<file path="src/rtl/pwm_ramp_ctrl.sv">
// pwm_ramp_ctrl: drives the 8-bit PWM generator's period/duty, stepping duty toward a
// commanded target once per PWM period. Optional abort support: define PWM_RAMP_ABORT_EN.
module pwm_ramp_ctrl #(
   parameter int W = 8
) (
   input  logic         clk,
   input  logic         rst_n,
   input  logic         cmd_valid,
   output logic         cmd_ready,
   input  logic [W-1:0] cmd_period,
   input  logic [W-1:0] cmd_duty,
   input  logic [W-1:0] cmd_step,
   output logic [W-1:0] period,
   output logic [W-1:0] duty_cycle,
   output logic         busy,
`ifdef PWM_RAMP_ABORT_EN
   input  logic         abort,
   output logic         aborted,
`endif
   output logic         done
);

   typedef enum logic [0:0] {
      IDLE = 1'b0,
      RAMP = 1'b1
   } state_t;

   state_t         state_r;
   state_t         state_nxt_s;

   logic [W-1:0]   mcnt_r;
   logic [W:0]     nxt_ext_s;
   logic [W-1:0]   nxt_s;
   logic           bnd_s;

   logic [W-1:0]   period_r;
   logic [W-1:0]   duty_r;
   logic           busy_r;
   logic           done_r;
   logic [W-1:0]   tgt_period_r;
   logic [W-1:0]   tgt_duty_r;
   logic [W-1:0]   step_r;

   logic           accept_s;
   logic           upd_s;
   logic           fin_s;
   logic           abort_now_s;
   logic [W-1:0]   new_duty_s;

`ifdef PWM_RAMP_ABORT_EN
   logic           aborted_r;
   logic           abort_pend_r;
`endif

   // One ramp step, evaluated one bit wider so neither direction can wrap.
   function automatic logic [W-1:0] step_duty(input logic [W-1:0] cur,
                                              input logic [W-1:0] tgt,
                                              input logic [W-1:0] stp);
      logic [W:0] sum_v;
      logic [W:0] diff_v;
      logic [W-1:0] res_v;
      sum_v  = {1'b0, cur} + {1'b0, stp};
      diff_v = {1'b0, cur} - {1'b0, tgt};
      if (stp == {W{1'b0}}) begin
         res_v = tgt;
      end else if (cur < tgt) begin
         res_v = (sum_v >= {1'b0, tgt}) ? tgt : sum_v[W-1:0];
      end else if (cur > tgt) begin
         res_v = (diff_v <= {1'b0, stp}) ? tgt : (cur - stp);
      end else begin
         res_v = tgt;
      end
      return res_v;
   endfunction

   // Mirror of the generator counter; uses the period currently driven to the generator.
   always_comb begin
      nxt_ext_s = {1'b0, mcnt_r} + {{W{1'b0}}, 1'b1};
      if (nxt_ext_s >= {1'b0, period_r}) begin
         nxt_s = {W{1'b0}};
      end else begin
         nxt_s = nxt_ext_s[W-1:0];
      end
      bnd_s = (nxt_s == {W{1'b0}});
   end

   // Mirror counter register.
   always_ff @(posedge clk or negedge rst_n) begin
      if (!rst_n) begin
         mcnt_r <= {W{1'b0}};
      end else begin
         mcnt_r <= nxt_s;
      end
   end

   // FSM state register.
   always_ff @(posedge clk or negedge rst_n) begin
      if (!rst_n) begin
         state_r <= IDLE;
      end else begin
         state_r <= state_nxt_s;
      end
   end

   // FSM next-state logic.
   always_comb begin
      state_nxt_s = state_r;
      case (state_r)
         IDLE: begin
            if (accept_s) state_nxt_s = RAMP;
            else          state_nxt_s = IDLE;
         end
         RAMP: begin
            if (fin_s) state_nxt_s = IDLE;
            else       state_nxt_s = RAMP;
         end
         default: state_nxt_s = IDLE;
      endcase
   end

   // FSM outputs and per-boundary update decode.
   always_comb begin
      cmd_ready = 1'b0;
      upd_s     = 1'b0;
      case (state_r)
         IDLE:    cmd_ready = 1'b1;
         RAMP:    upd_s     = bnd_s;
         default: cmd_ready = 1'b0;
      endcase
      accept_s   = cmd_ready && cmd_valid;
      new_duty_s = step_duty(duty_r, tgt_duty_r, step_r);
`ifdef PWM_RAMP_ABORT_EN
      abort_now_s = abort_pend_r || abort;
`else
      abort_now_s = 1'b0;
`endif
      fin_s = upd_s && (abort_now_s || (new_duty_s == tgt_duty_r));
   end

   // Command capture and generator configuration; only boundary edges touch period/duty.
   always_ff @(posedge clk or negedge rst_n) begin
      if (!rst_n) begin
         period_r     <= {W{1'b0}};
         duty_r       <= {W{1'b0}};
         busy_r       <= 1'b0;
         done_r       <= 1'b0;
         tgt_period_r <= {W{1'b0}};
         tgt_duty_r   <= {W{1'b0}};
         step_r       <= {W{1'b0}};
      end else begin
         done_r <= 1'b0;
         if (accept_s) begin
            tgt_period_r <= cmd_period;
            tgt_duty_r   <= cmd_duty;
            step_r       <= cmd_step;
            busy_r       <= 1'b1;
         end
         if (upd_s) begin
            if (abort_now_s) begin
               duty_r <= {W{1'b0}};
            end else begin
               period_r <= tgt_period_r;
               duty_r   <= new_duty_s;
               done_r   <= (new_duty_s == tgt_duty_r);
            end
            if (fin_s) busy_r <= 1'b0;
         end
      end
   end

`ifdef PWM_RAMP_ABORT_EN
   // Abort request is held until the next boundary consumes it.
   always_ff @(posedge clk or negedge rst_n) begin
      if (!rst_n) begin
         abort_pend_r <= 1'b0;
         aborted_r    <= 1'b0;
      end else begin
         aborted_r <= upd_s && abort_now_s;
         if (state_r == RAMP && !bnd_s) begin
            abort_pend_r <= abort_pend_r || abort;
         end else begin
            abort_pend_r <= 1'b0;
         end
      end
   end

   assign aborted = aborted_r;
`endif

   assign period     = period_r;
   assign duty_cycle = duty_r;
   assign busy       = busy_r;
   assign done       = done_r;

endmodule

</file>
<file path="config.mk">
export PLATFORM = sky130hd
export DESIGN_NAME = pwm_ramp_ctrl
export DESIGN_NICKNAME = d
export VERILOG_FILES = /design/src/rtl/pwm_ramp_ctrl.sv
export SDC_FILE = /design/constraint.sdc
export NUM_CORES = 1
export LEC_CHECK = 0
export ABC_AREA = 1
export CAP_MARGIN = 20
export CORE_MARGIN = 4
export CORE_UTILIZATION = 50
export DETAILED_ROUTE_END_ITERATION = 10
export GPL_TIMING_DRIVEN = 0
export PLACE_DENSITY = 0.72
export SYNTH_ARGS = -nofsm -noshare
export SYNTH_HDL_FRONTEND = slang
export SYNTH_SLANG_ARGS = --single-unit
</file>
<file path="constraint.sdc">
create_clock -name clk -period 5.5 [get_ports clk]
set_input_delay 1.1 -clock clk [delete_from_list [all_inputs] [get_ports clk]]
set_output_delay 1.1 -clock clk [all_outputs]
set_load 0.02 [all_outputs]
</file>
======== Word-level counts from Yosys, hierarchy flattened ========
Index checks and enable logic that the tools add are counted.
word-level totals
  logic and storage cells ................. 39
  output and inout port bits .............. 19
  register bits ........................... 51
  bits of input ports ..................... 27
operators by class
  eq/ne operators ......................... 1
  bitwise logic cells ..................... 1
  reduce and logical (&&, ||, !) cells .... 4
  add/subtract/negate cells ............... 4
  mux-type cells .......................... 15
  order comparisons ....................... 5
operators with widths
  kind                                          number
  two-way mux 8 bit                             6
  greater-or-equal comparator 9 x 8 -> 1 bit    2
  zero test 8 bit                               2
  adder 8 x 1 -> 9 bit (second input constant)  1
  adder 8 x 8 -> 9 bit                          1
  less-or-equal comparator 9 x 8 -> 1 bit       1
  subtractor 8 x 8 -> 9 bit                     1
  equality test 8 bit                           1
  > comparator 8 bit                            1
  less-than comparator 8 bit                    1
  two-way mux 1 bit                             8
  subtractor 8 bit                              1
  logical AND 1 bit                             2
  one-hot mux 1 bit (2 select lines)            1
  NOT 1 bit                                     1

======== Longest topological paths before layout ========
Gate-level depths: netlist of the first run.
  depth in word-level cells ............... 10
  depth in mapped cells ................... 29
  mapped depth without buffers ............ 29

======== Worst setup path before layout of the first run ========
OpenSTA, ideal clock, no wires.
  path kind ............................... reg-to-reg
  start point ............................. reg duty_r[0], in the netlist duty_cycle[0]
  end point ............................... reg state_r
  setup time .............................. 130 ps
  setup slack ............................. 2256 ps
  buffers on the path ..................... 0
  period minus slack after synthesis ...... 3244 ps
  arrival ................................. 3114 ps
  data required time ...................... 5370 ps
  cell stages (with the launch flop) ...... 27
  path through ............................ dfrtp_1 inv_1 ha_1 inv_1 fa_1 nand2_1 nand2_1 a31oi_1 xor2_1 ha_1 a21o_1 a21oi_1 nand2_1 nand2_1 nand2_4 nand2_4 nand2_1 nand3_2 nand2_1 nand3_1 nand2_1 nor2_1 nand2_1 nor2_2 nand2_2 nand2_1 nand2_1
on the way
  word-level cells in the longest chain between the ends .. 10
  elaborated cells between the ends (all ways) .. 16
  those cells by class .................... add/sub: 3; order compare: 4; eq/ne: 1; mux: 7; reduce/logical: 1
RTL lines
  element                                  RTL line  text
  from (decl)                              37        logic [W-1:0] duty_r;
  from (signal assigned)                   144       duty_r <= {W{1'b0}};
  from (signal assigned)                   160       duty_r <= {W{1'b0}};
  from (signal assigned)                   163       duty_r <= new_duty_s;
  subtractor 8 x 8 -> 9 bit                63        diff_v = {1'b0, cur} - {1'b0, tgt};
  less-or-equal comparator 9 x 8 -> 1 bit  69        res_v = (diff_v <= {1'b0, stp}) ? tgt : (cur - stp);
  two-way mux 8 bit                        69
  two-way mux 8 bit                        68        end else if (cur > tgt) begin
  two-way mux 8 bit *                      66        end else if (cur < tgt) begin
  two-way mux 8 bit *                      64        if (stp == {W{1'b0}}) begin
  equality test 8 bit *                    137       fin_s = upd_s && (abort_now_s || (new_duty_s == tgt_duty_r));
  logical AND 1 bit *                      137
  two-way mux 1 bit *                      114       if (fin_s) state_nxt_s = IDLE;
  one-hot mux 1 bit (2 select lines) *     108       case (state_r)
  named net state_nxt_s                    29        state_t state_nxt_s;
  to (signal assigned)                     101       state_r <= state_nxt_s;
  to (decl)                                28        state_t state_r;
Mark *: on every way through the listed nets, which the timed path passes. The rest lies on a longest branch.
A chain may end at the register's enable or synchronous reset.

======== Final worst setup path of the first run ========
  start point ............................. reg tgt_duty_r[2]
  end point ............................... reg state_r
on the way
  word-level cells in the longest chain between the ends .. 10
  elaborated cells between the ends (all ways) .. 14
  those cells by class .................... add/sub: 1; order compare: 4; eq/ne: 1; mux: 7; reduce/logical: 1
RTL lines
  element                                  RTL line  text
  from (decl)                              41        logic [W-1:0] tgt_duty_r;
  from (signal assigned)                   148       tgt_duty_r <= {W{1'b0}};
  from (signal assigned)                   154       tgt_duty_r <= cmd_duty;
  subtractor 8 x 8 -> 9 bit                63
  less-or-equal comparator 9 x 8 -> 1 bit  69
  two-way mux 8 bit                        69
  two-way mux 8 bit                        68
  two-way mux 8 bit                        66
  two-way mux 8 bit                        64
  equality test 8 bit *                    137
  logical AND 1 bit *                      137
  two-way mux 1 bit *                      114
  one-hot mux 1 bit (2 select lines) *     108
  named net state_nxt_s                    29
Marks and branches as above.

==> results.yml, run 1 <==
outcome:
  status: "finished clean"
cts:
  cts_resized: 0
  cts.reportedPaths.clkPinSlew_ns: 0.11
  ctsLongestPathBuffers: 2
  clock-sinks: 51
  postCtsSetupBuffers: 0
  htree_levels: 2
  ctsHoldBuffers: 0
  cts-buffers-inserted: 5
  insertion_delay_ns: 0.32
  cts_tree: "built"
  cts_root_buf: "clkbuf_8"
finish:
  layout-drive-gt1-share_pct: 11.8
  fin_nets: 702
  final_cells: 730
  diodes: 0
  multi_input_area_sq_um: 2690
  register_area_sq_um: 1280
  synthToLayoutAreaGrowth_pct: 16.0
  n_fill_cell: 793
critical_path:
  reg2reg_from: "tgt_duty_r[2]"
  rr_worst_depth: 29
  cpPeakStageDelay_ns: 0.45
  rrSetupSlack_ns: 1.63
  cp_slowest_cell: "dfrtp_1"
  cp.required_ns: 5.70
  critPathCaptureType: "flip-flop"
  r2r_end: "state_r"
  crit_fanout: 9
  crit_path_start_kind: "flip-flop"
  cp.arrival_ns: 4.07
  crit_type: "flip-flop to flip-flop"
  cp_common_cell: "nand2_1"
place:
  post-place-cells: 722
  hpwl_um: 9510
  port_buffers: 45
  gp_congestion: 0.956
yosys:
  yosys.area_share.adder_pct: 15.2
  synthFlopType: "dfrtp_1"
  synth_seq_area_share_pct: 29.4
  synth-simple-area-share_pct: 31.6
  netlist_instances: 571
  synth_area_sq_um: 4340
  synth_area_leaders: "dfrtp_1 (29%), ha_1 (14%), nand2_1 (11%)"
  synth_cell_types: 40
  synth_compound_area_share_pct: 9.19
  synth-warning-count: 0
  synth_top_area_share_pct: 29.4
  synth_top_family_by_area: "simple AND/OR/NAND/NOR gates"
  yosysTopAreaCell: "dfrtp_1"
  yosys.cell_count.top_type: "nand2_1"
  synth_mux_area_share_pct: 2.33
  synth_edf_count: 0
  async_flop_share_pct: 100
  synth_nets: 649
  synthTopCellsByCount: "nand2_1 (133), inv_1 (69), dfrtp_1 (51)"
  synthXorXnorAreaFrac_pct: 3.63
  syn_area_per_cell_sq_um: 7.60
  synth_seq_cells: 51
floorplan:
  dieArea_sq_um: 10200
  core_sq_um: 8340
  initial_core_util_pct: 52.1
  io_pins: 46
  rows: 33
  die_w_um: 101
  die_h_um: 101
routing:
  drt-total-wl_um: 11800
  ant_nets: 0
  wl_per_cell_um: 16.1
  vias_per_cell: 5.49
  drt_iter0_drc: 229
  drt_first_pass_iters: 5
  drc: 0
  dr_total_vias: 4007
timing:
  final_hold_viol_count: 0
  fin_setup_tns_ns: 0
  min_period_ns: 3.87
  clock.fmax_ghz: 0.258
  fin_skew_ns: 0.00918
  worst_pin_slew_ns: 0.568
  slew_viol_final: 0
  rsz0062_at_grt: "false"
  max_slew_margin_pct: 62.1
  finalCritPeriodShare_pct: 70.3
  setup_viol_count_final: 0
global_route:
  grt_pass1_wl_um: 19700
  grt_usage_pct: 24.3
  use_met2_pct: 41.5
  grt_pass1_vias: 4018
  grt_use_met1_pct: 32.7
  grt_use_met3_pct: 3.51
  grt_max_degree: 43
  antenna_found_initial: 0
  grt_overflow: 0
  top_usage_layer: "met2"
worst_hold_path:
  min_path_type: "flip-flop to flip-flop"
  hold_depth: 2
  hold_start: "tgt_period_r[0]"
  min_to: "period[0]"
job:
  drv_cap: 0
-- layout by cell type (no fill, tap or decap), types with 4 or more instances in the layout --
cell type | netlist | final
a21oi_1 | 35 | 35
nand2_2 | 4 | 4
clkbuf_1 | 6 | 6
o21ai_0 | 23 | 23
clkdlybuf4s50_1 | 0 | 44
nand4_1 | 26 | 26
xnor2_1 | 4 | 4
dfrtp_1 | 51 | 51
o21ai_1 | 4 | 4
nor2_1 | 36 | 36
buf_2 | 4 | 5
nor2_2 | 7 | 7
xor2_1 | 14 | 14
clkbuf_8 | 0 | 5
nand2_1 | 133 | 133
inv_1 | 69 | 69
inv_2 | 8 | 8
nand3_2 | 15 | 15
nand3_1 | 42 | 42
ha_1 | 48 | 48
mux2_2 | 9 | 9
-- worst max path at each step --
stage                     slack, ns  depth (start not counted)       to          start
final                          1.63                         29  state_r  tgt_duty_r[2]
after global routing           1.31                         29  state_r  tgt_duty_r[2]
after CTS                      1.70                         29  state_r  tgt_duty_r[2]
after detailed placement       1.73                         29  state_r  tgt_duty_r[2]
after global placement         1.75                         29  state_r  tgt_duty_r[2]
after floorplan                2.26                         26  state_r  duty_cycle[0]
-- per-stage QoR --
step	hold WS [ns]	utilization [%]	worst slack, ns	instance area (sq um)
final	0.481	60.4	1.63	5030
after global routing	0.497	60.4	1.31	5030
after CTS	0.479	60.4	1.70	5030
after detailed placement	0.470	59.2	1.73	4940
after global placement	0.455	59.0	1.75	4920
after floorplan	0.444	-	2.26	4340
-- cells by family (layout without fill, tap and decap cells) --
family                   after synthesis  after routing
AND/OR/NAND/NOR                      278            278
AO/OA/AOI/OAI                         71             71
multiplexers                           9              9
XOR/XNOR                              18             18
buffers and inverters                 93            147
flip-flops                            51             51
adder cells (fa/ha/maj)               51             51
-- cell type report --
| type | instances | share of cell area [%] |
|---|---|---|
| Multi-Input combinational cell | 427 | 53.4 |
| Sequential cell | 51 | 25.3 |
| Timing Repair Buffer | 46 | 9.24 |
| Inverter | 79 | 5.94 |
| Tap cell | 105 | 2.61 |
| Buffer | 14 | 1.52 |
| Clock buffer | 5 | 1.37 |
| Clock inverter | 3 | 0.547 |
-- state kept, by name, summed over array words and instances (netlist names) --
signal and count:
busy 1, done 1, duty_cycle 8, mcnt_r 8, period 8, state_r 1
step_r 8, tgt_duty_r 8, tgt_period_r 8
-- routing by layer --
layer / vias to the layer above / part of all wire (%)
li1: 1989 / -
met1: 1878 / 45
met2: 125 / 49
met3: 15 / 5.3
met4: 0 / 1.3
met5: - / 0
-- critical path, delay by kind of cell, from the launching register on --
family / cells / cell delay [ns]
AOI/OAI and AO/OA: 2 / 0.37
xor gates and xnor gates: 1 / 0.16
adders and majority gates: 2 / 0.64
buffers and inverters: 2 / 0.29
DFF: 1 / 0.45
and+or+nand+nor: 22 / 1.81
Power of run 1 is left out: the tool's default activity adds up to more than one toggle a clock period on the data nets, which glitch-free logic cannot reach.
==> run 2, diff against run 1 <==
--- a/config.mk
+++ b/config.mk
@@ -11,7 +11,7 @@
 export CORE_UTILIZATION = 50
 export DETAILED_ROUTE_END_ITERATION = 10
 export GPL_TIMING_DRIVEN = 0
-export PLACE_DENSITY = 0.72
+export PLACE_DENSITY = 0.75
 export SYNTH_ARGS = -nofsm -noshare
 export SYNTH_HDL_FRONTEND = slang
 export SYNTH_SLANG_ARGS = --single-unit
==> constraint.sdc (replaced) <==
create_clock -name clk -period 3.2 [get_ports clk]
set_input_delay 0.64 -clock clk [delete_from_list [all_inputs] [get_ports clk]]
set_output_delay 0.64 -clock clk [all_outputs]
set_load 0.02 [all_outputs]
==> run 2 against run 1 <==
  * The run now ends with negative setup slack left
  * Via count grew 8.4%
  * Non-clock buffer count grew 39
  * First-iteration DRC count grew 38%
  * Cell area grew 14%
  * Die area is the same
  * Critical path depth shrank 5
  * Sequential share of layout area shrank 2.8 points
  * Utilization grew 8.2 points
  * Wire length grew 7.6%
==> results.yml, run 2 (same netlist as run 1, synthesis figures left out) <==
timing:
  fin_setup_tns_ns: -0.850
  slew_viol_final: 0
  fin_skew_ns: 0.00843
  setup_viol_count_final: 5
  worst_pin_slew_ns: 0.572
  finalCritPeriodShare_pct: 110
  min_period_ns: 3.52
  rsz0062_at_grt: "true"
  clock.fmax_ghz: 0.284
  worst_slack_ns: -0.318
  max_slew_margin_pct: 61.9
  final_hold_viol_count: 0
critical_path:
  crit_path_start_kind: "flip-flop"
  worstPathCellList: "inv_1, ha_1, nand2_1, nand2_1, nor2_1, xor2_1, inv_1, ha_4, and3_4, nand4_1, nand2_2, nand2_4, nand2_8, nand2_2, nand3_2, nand2_2, nand3_2, nand2_1, nor2_1, nand2_1, nor2_2, nand2_2, nand2_1, nand2_1"
  reg2reg_from: "tgt_duty_r[6]"
  crit_fanout: 8
  cp-startpoint: "tgt_duty_r[6]"
  cp_common_cell: "nand2_1"
  cp.required_ns: 3.39
  cpPeakStageDelay_ns: 0.51
  cp.arrival_ns: 3.71
  cp_slowest_cell: "dfrtp_1"
  crit_type: "flip-flop to flip-flop"
  critPathCaptureType: "flip-flop"
finish:
  final_cell_mix: "nand2_1 (107), inv_1 (58), clkdlybuf4s50_1 (44)"
  synthToLayoutAreaGrowth_pct: 31.6
  multi_input_area_sq_um: 3020
  mostFrequentLayoutCell: "nand2_1"
  diodes: 0
  fin_nets: 745
  n_fill_cell: 659
  register_area_sq_um: 1290
  layout-drive-gt1-share_pct: 29.8
  post-route-util_pct: 68.5
cts:
  cts-buffers-inserted: 5
  ctsLongestPathBuffers: 2
  cts.reportedPaths.clkPinSlew_ns: 0.10
  clock-sinks: 51
  htree_levels: 2
  cts_tree: "built"
  cts_root_buf: "clkbuf_8"
  insertion_delay_ns: 0.31
outcome:
  status: "finished with violations"
  failed_checks: "negative setup slack"
global_route:
  grt_pass1_wl_um: 19900
  grt_overflow: 0
  antenna_found_initial: 0
  grt_pass1_vias: 4177
  grt_max_degree: 43
  grt_usage_pct: 24.4
job:
  drv_cap: 0
floorplan:
  rows: 33
  die_h_um: 101
  die_w_um: 101
  dieArea_sq_um: 10200
  core_sq_um: 8340
  io_pins: 46
  initial_core_util_pct: 52.1
routing:
  drc: 0
  drt-total-wl_um: 12700
  wl_per_cell_um: 16.4
  drt_first_pass_iters: 5
  dr_total_vias: 4344
  vias_per_cell: 5.62
  ant_nets: 0
  drt_iter0_drc: 317
place:
  gp_congestion: 0.939
  port_buffers: 45
  hpwl_um: 9280
worst_hold_path:
  min_path_type: "input pin to asynchronous set/reset pin"
-- run 2: changes by cell type in the layout (fill, tap and decap cells not counted), moves of 12 or more --
cell / before / now
buf_4: 3 / 39
nand2_1: 133 / 107
nand2_2: 4 / 29
o21ai_0: 23 / 8
dfrtp_1: 51 / 39
dfrtp_2: 0 / 12
-- run 2: per-stage QoR --
step | hold WS, ns | setup WS [ns] | cells | instance area, sq um
after global placement | 0.461 | -0.462 | 721 | 4950
after global routing | 0.198 | -0.542 | 773 | 5720
final | 0.192 | -0.318 | 773 | 5720
after CTS | 0.195 | -0.206 | 749 | 5300
after floorplan | 0.344 | 0.00206 | 571 | 4370
after detailed placement | 0.481 | -0.496 | 722 | 4970
-- run 2: what timing repair did --
action,4_1_cts,5_1_grt
hold buffers,0,0
resized for setup,42,71
setup buffers,18,21
gates cloned,1,3
setup endpoints to repair,11,19
pin swaps,18,34
-- run 2: per-layer routing --
layer	GRT usage [%]	share of wire (%)
met1	32.1	41
met2	41.1	51
met3	4.06	6.7
met4	7.36	2.0
met5	0	0
-- run 2: path summary, 6_finish.rpt --
kind,to,slack [ns],cells past startpoint
min in group clk,period[1],0.49,2
setup / recovery,state_r,-0.32,24
max in group asynchronous,duty_cycle[4],2.49,2
hold reg to reg,period[1],0.49,2
setup reg to reg,state_r,-0.32,24
hold / removal,step_r[4],0.19,1
-- run 2: final cells by class --
class / count / share of cell area, %
Sequential cell: 51 / 22.6
Timing Repair Buffer: 85 / 13.5
Tap cell: 105 / 2.30
Multi-Input combinational cell: 431 / 52.9
Inverter: 79 / 5.54
Clock buffer: 5 / 1.20
Clock inverter: 3 / 0.504
Buffer: 14 / 1.49
-- run 2: critical path, delay by kind of cell, from the launching register on --
family	cells	cell delay, ns
xor gates and xnor gates	1	0.17
adders and majority gates	2	0.62
buffers and inverters	2	0.28
DFF	1	0.51
and+or+nand+nor	19	1.78
Power of run 2 is left out for the same reason.
